## src/rtl/cflog_write_buffer.sv

```systemverilog
// CFLog write buffer: queues log-monitor entries in a small FIFO and commits them
// to log RAM through a req/ack write port, with drop reporting and flush handshake.
module cflog_write_buffer #(
  parameter int unsigned FIFO_DEPTH = 4,
  parameter logic [15:0] LOG_BASE   = 16'h0000,
  parameter logic [15:0] LOG_SIZE   = 16'h0100
) (
  input  logic        clk,
  input  logic        reset_n,
  input  logic        hw_wr_en,
  input  logic [15:0] cflow_log_ptr,
  input  logic [15:0] pc_nxt,
  input  logic        flush,
  output logic        mem_req,
  output logic [15:0] mem_addr,
  output logic [15:0] mem_wdata,
  input  logic        mem_ack,
  output logic        fifo_full,
  output logic        overflow,
  output logic        oob,
  output logic        flush_done,
  output logic        idle
);

  localparam int unsigned AW = $clog2(FIFO_DEPTH);
  localparam int unsigned CW = AW + 1;

  typedef enum logic {S_IDLE, S_REQ} state_t;

  // Reset: asserts asynchronously, releases on the second clock edge.
  logic [1:0] rst_sync;
  logic       rst_n;

  always_ff @(posedge clk or negedge reset_n) begin
    if (!reset_n) rst_sync <= 2'b00;
    else          rst_sync <= {rst_sync[0], 1'b1};
  end

  assign rst_n = rst_sync[1];

  state_t         state, state_nxt;
  logic [15:0]    fifo_addr [FIFO_DEPTH];
  logic [15:0]    fifo_data [FIFO_DEPTH];
  logic [AW-1:0]  rd_ptr, wr_ptr, rd_next;
  logic [CW-1:0]  count, count_nxt;
  logic           flush_q, flush_pend;

  logic           pop_c, push_c, in_range_c, drop_oob_c, drop_ovf_c;
  logic           flush_rise_c, done_c, req_nxt, load_c;
  logic [15:0]    push_addr_c, ld_addr_c, ld_data_c;

  assign fifo_full    = (count == CW'(FIFO_DEPTH));
  assign idle         = (count == '0) && !mem_req;

  assign pop_c        = mem_req & mem_ack;
  assign in_range_c   = (cflow_log_ptr < LOG_SIZE);
  assign push_c       = hw_wr_en & in_range_c & (!fifo_full | pop_c);
  assign drop_oob_c   = hw_wr_en & !in_range_c;
  assign drop_ovf_c   = hw_wr_en & in_range_c & fifo_full & !pop_c;
  assign push_addr_c  = LOG_BASE + {cflow_log_ptr[15:1], 1'b0};
  assign count_nxt    = count + CW'(push_c) - CW'(pop_c);
  assign rd_next      = rd_ptr + AW'(1);
  assign flush_rise_c = flush & !flush_q;

  // Writer next-state; on a back-to-back ack the next entry is either the
  // second FIFO slot or, with a single entry left, the entry being pushed now.
  always_comb begin
    state_nxt = state;
    req_nxt   = mem_req;
    load_c    = 1'b0;
    ld_addr_c = fifo_addr[rd_ptr];
    ld_data_c = fifo_data[rd_ptr];
    case (state)
      S_IDLE: begin
        if (count != '0) begin
          load_c    = 1'b1;
          req_nxt   = 1'b1;
          state_nxt = S_REQ;
        end
      end
      S_REQ: begin
        if (mem_ack) begin
          if (count_nxt != '0) begin
            load_c  = 1'b1;
            req_nxt = 1'b1;
            if (count > CW'(1)) begin
              ld_addr_c = fifo_addr[rd_next];
              ld_data_c = fifo_data[rd_next];
            end else begin
              ld_addr_c = push_addr_c;
              ld_data_c = pc_nxt;
            end
          end else begin
            req_nxt   = 1'b0;
            state_nxt = S_IDLE;
          end
        end
      end
      default: begin
        req_nxt   = 1'b0;
        state_nxt = S_IDLE;
      end
    endcase
  end

  // Flush completes when the buffer will be empty with no request next cycle.
  assign done_c = (flush_pend | flush_rise_c) & (count_nxt == '0) & !req_nxt;

  always_ff @(posedge clk) begin
    if (push_c) begin
      fifo_addr[wr_ptr] <= push_addr_c;
      fifo_data[wr_ptr] <= pc_nxt;
    end
  end

  always_ff @(posedge clk or negedge rst_n) begin
    if (!rst_n) begin
      state      <= S_IDLE;
      mem_req    <= 1'b0;
      mem_addr   <= '0;
      mem_wdata  <= '0;
      rd_ptr     <= '0;
      wr_ptr     <= '0;
      count      <= '0;
      flush_q    <= 1'b0;
      flush_pend <= 1'b0;
      flush_done <= 1'b0;
      overflow   <= 1'b0;
      oob        <= 1'b0;
    end else begin
      state   <= state_nxt;
      mem_req <= req_nxt;
      if (load_c) begin
        mem_addr  <= ld_addr_c;
        mem_wdata <= ld_data_c;
      end
      if (pop_c)  rd_ptr <= rd_next;
      if (push_c) wr_ptr <= wr_ptr + AW'(1);
      count      <= count_nxt;
      flush_q    <= flush;
      flush_pend <= (flush_pend | flush_rise_c) & !done_c;
      flush_done <= done_c;
      // A drop in the same cycle as flush completion stays reported.
      if (drop_ovf_c)  overflow <= 1'b1;
      else if (done_c) overflow <= 1'b0;
      if (drop_oob_c)  oob <= 1'b1;
      else if (done_c) oob <= 1'b0;
    end
  end

endmodule

```

## config.mk

```make
export PLATFORM = sky130hd
export DESIGN_NAME = cflog_write_buffer
export DESIGN_NICKNAME = d
export VERILOG_FILES = /design/src/rtl/cflog_write_buffer.sv
export SDC_FILE = /design/constraint.sdc
export NUM_CORES = 1
export LEC_CHECK = 0
export BUFFER_PORTS_ARGS = -buffer_cell sky130_fd_sc_hd__clkbuf_2
export CORE_UTILIZATION = 40
export CTS_BUF_LIST = sky130_fd_sc_hd__clkbuf_16
export CTS_CLUSTER_DIAMETER = 150
export DETAILED_ROUTE_END_ITERATION = 10
export PLACE_DENSITY = 0.59
export SETUP_SLACK_MARGIN = 0.3
export SLEW_MARGIN = 20
export SYNTH_ARGS = -nofsm -noshare
export SYNTH_HDL_FRONTEND = slang
export SYNTH_SLANG_ARGS = --single-unit
```

## constraint.sdc

```tcl
create_clock -name clk -period 1.6 [get_ports clk]
set_input_delay 0.08 -clock clk [delete_from_list [all_inputs] [get_ports clk]]
set_output_delay 0.08 -clock clk [all_outputs]
set_load 0.02 [all_outputs]
```

==> out/metrics.cfg <==
[timing]
whs_ns = 0.0234
maxSlewViolCount = 0
period_minus_slack_ns = 2.67
rsz0062_at_grt = yes
period_share = 1.67
fmax_ghz = 0.375
hold_viol = 0
fin_ws_ns = -1.07
setup_viol = 163
clock_skew_ns = 0.0131

[placement]
post-place-ws_ns = -1.35
dp_hpwl_mm = 10.7
placement.io_buffers = 72
post_dp_cell_area_um2 = 8780
gp_congestion = 0.776

[route]
drt-initial-drc-count = 222
routed_wl_mm = 18.2
antenna_left = 0
drc = 0
vias = 4677
vias_per_cell = 5.55
wl_per_cell_um = 21.6
first_pass_iters = 4

[clock_network]
insertion_delay_ns = 0.43
cts_buffers = 17
htreeDepth = 4
path_clk_slew_ns = 0.07
cts_sinks = 171
cts-root-buf = clkbuf_16
tritoncts = built
clockBufferDepth = 2

[status]
outcome = complete, but fails checks
violations = negative setup slack

[hold_path]
hold_start = hw_wr_en
hold_end = overflow$_DFFE_PN0P_
hold-path-cell-count = 4
hold_class = in -> reg

[power]
ir_worst_vdd_v = 0.000839
leakagePower_nw = 4.00
power.density_nw_per_um2 = 1730
power_mw = 18.4

[synthesis]
ys.warnings.count = 0
ys_seq_elements = 171
postSynthAreaPerCell_um2 = 18.4
syn-instance-count = 413
synthArstFlopShare = 0.275
synth_fp_nets = 458
yosysSeqAreaShare = 0.645
synth_area_um2 = 7590
synth_edf_count = 124
synth_cell_type_count = 41
synth_top_flop_cell = edfxtp_1

[worst_setup_path]
cp.required_ns = 1.91
r2r-start = count[2]$_DFF_PN0_
r2r_slack_ns = -1.07
worstPathMaxFanout = 9
r2r_end = mem_wdata[5]$_DFFE_PN0P_
critPathSlowestCell = fa_2
crit_chain = inv_2, nor3_4, a21oi_2, a21bo_2, ha_4, fa_2, nor3b_1, a221o_2, buf_12, a22oi_2, o21ai_1
arrival_ns = 2.98
worst_setup_path_start_kind = flop
max_stage_delay_ns = 0.54
endpoint_kind = flop
path_class = reg -> reg
rr_worst_depth = 11

[run]
drv_cap = 0

[floorplanning]
die_w_um = 140
boundaryPins = 75
coreArea_um2 = 18600
dieArea_um2 = 19500
start_util = 0.407
rows = 50
die_h_um = 140

[finish]
nNetsFinal = 641
fin_area_um2 = 10600
syn_to_final_growth_pct = 39.8
final_common_cell = edfxtp_1
final_cell_mix = 124 x edfxtp_1, 69 x clkbuf_2, 62 x mux4_2, 44 x dfrtp_1, 36 x dlygate4sd3_1
antenna_cells = 0
drive_above_1_share = 0.494

[grt]
grt_use_total = 0.200
grt_overflow_total = 0
grt_first_pass_wirelength_mm = 28.7
grt_pass1_vias = 5117
grt_max_degree = 29
antenna_found_initial = 0

-- layout make-up --
class | instances | area [um^2]
fill | 1437 | 8030
sequential | 171 | 4910
multi-input combinational | 206 | 2750
timing repair buffer | 192 | 2020
clock buffer | 17 | 425
tap | 234 | 293
clock inverter | 15 | 185
inverter | 8 | 30.0
-- metrics by stage --
step,utilization,TNS (ns),std cells
6_report,0.569,-42.92,843
5_1_grt,0.569,-55.38,843
4_1_cts,0.563,-44.88,840
3_5_place_dp,0.471,-100.29,742
3_3_place_gp,0.471,-91.08,742
2_1_floorplan,-,-72.76,413
-- critical path, delay by kind of cell (launching register included) --
kind / cells / cell delay [ns]
AOI/OAI and AO/OA: 5 / 0.99
adders and majority gates: 2 / 0.70
DFF: 1 / 0.36
buffers and inverters: 2 / 0.25
and+or+nand+nor: 2 / 0.25
-- worst max path at each step --
| stage | startpoint | end | depth (start not counted) | slack, ns |
|---|---|---|---|---|
| 2_1_floorplan | count[2]$_DFF_PN0_ | mem_addr[1]$_DFFE_PN0P_ | 11 | -1.17 |
| 3_3_place_gp | cflow_log_ptr[15] | mem_wdata[14]$_DFFE_PN0P_ | 13 | -1.26 |
| 3_5_place_dp | cflow_log_ptr[10] | mem_wdata[0]$_DFFE_PN0P_ | 13 | -1.35 |
| 4_1_cts | count[2]$_DFF_PN0_ | mem_addr[5]$_DFFE_PN0P_ | 11 | -1.10 |
| 5_1_grt | count[2]$_DFF_PN0_ | mem_wdata[3]$_DFFE_PN0P_ | 11 | -1.19 |
| 6_report | count[2]$_DFF_PN0_ | mem_wdata[5]$_DFFE_PN0P_ | 11 | -1.07 |
-- flip-flops by register name, summed over array words and instances, names as in the netlist, 2 cells and up --
register   cells
count          3
fifo_addr     60
fifo_data     64
mem_addr      15
mem_wdata     16
rd_ptr         2
rst_sync       2
wr_ptr         2
-- per-layer routing --
layer  global-route usage  routed length (um)  up-vias
li1                     -                   -     2079
met1                0.256                7710     2476
met2                0.341                9620      106
met3               0.0403                 682       16
met4               0.0625                 182        0
met5                    0                   0        -
-- power breakdown --
group	total [mW]	switching, mW	leakage, nW	internal (mW)
clock	4.26	1.67	0.304	2.59
combinational	8.25	4.06	2.03	4.19
sequential	5.85	0.525	1.67	5.33
-- cells in the mapped netlist, types with 3 or more instances --
cell type / number / area, um^2
xnor2_1: 3 / 26.3
mux4_2: 62 / 1400
dfrtp_1: 47 / 1180
nand2_1: 5 / 18.8
clkbuf_1: 8 / 30.0
mux2i_1: 31 / 310
nand3_1: 4 / 20.0
o21ai_0: 29 / 145
edfxtp_1: 124 / 3720
and2_1: 4 / 25.0
inv_1: 8 / 30.0
buf_6: 3 / 33.8
nor4_1: 4 / 25.0
a22oi_1: 31 / 233
buf_4: 8 / 60.1
buf_2: 6 / 30.0
ha_1: 7 / 87.6
-- kinds of logic (layout without fill, tap and decap cells) --
group | after synthesis | count (layout) | synth area share
other | 2 | 2 | 0.000989
flip-flops | 171 | 171 | 0.645
XOR/XNOR | 4 | 4 | 0.00462
multiplexers | 94 | 94 | 0.226
AO/OA/AOI/OAI | 74 | 74 | 0.0656
AND/OR/NAND/NOR | 24 | 24 | 0.0170
buffers and inverters | 36 | 232 | 0.0259
adder cells (fa/ha/maj) | 8 | 8 | 0.0142
-- what timing repair did --
| action | in CTS | in global routing |
|---|---|---|
| buffers inserted | 18 | 3 |
| pin swaps | 8 | 5 |
| hold buffers | 36 | 0 |
| gates cloned | 12 | 0 |
| hold endpoints to repair | 138 | 0 |
| endpoints found under the setup margin | 167 | 169 |
| gates resized for setup | 58 | 19 |
Note: power is estimated with default switching activity, not from simulation.
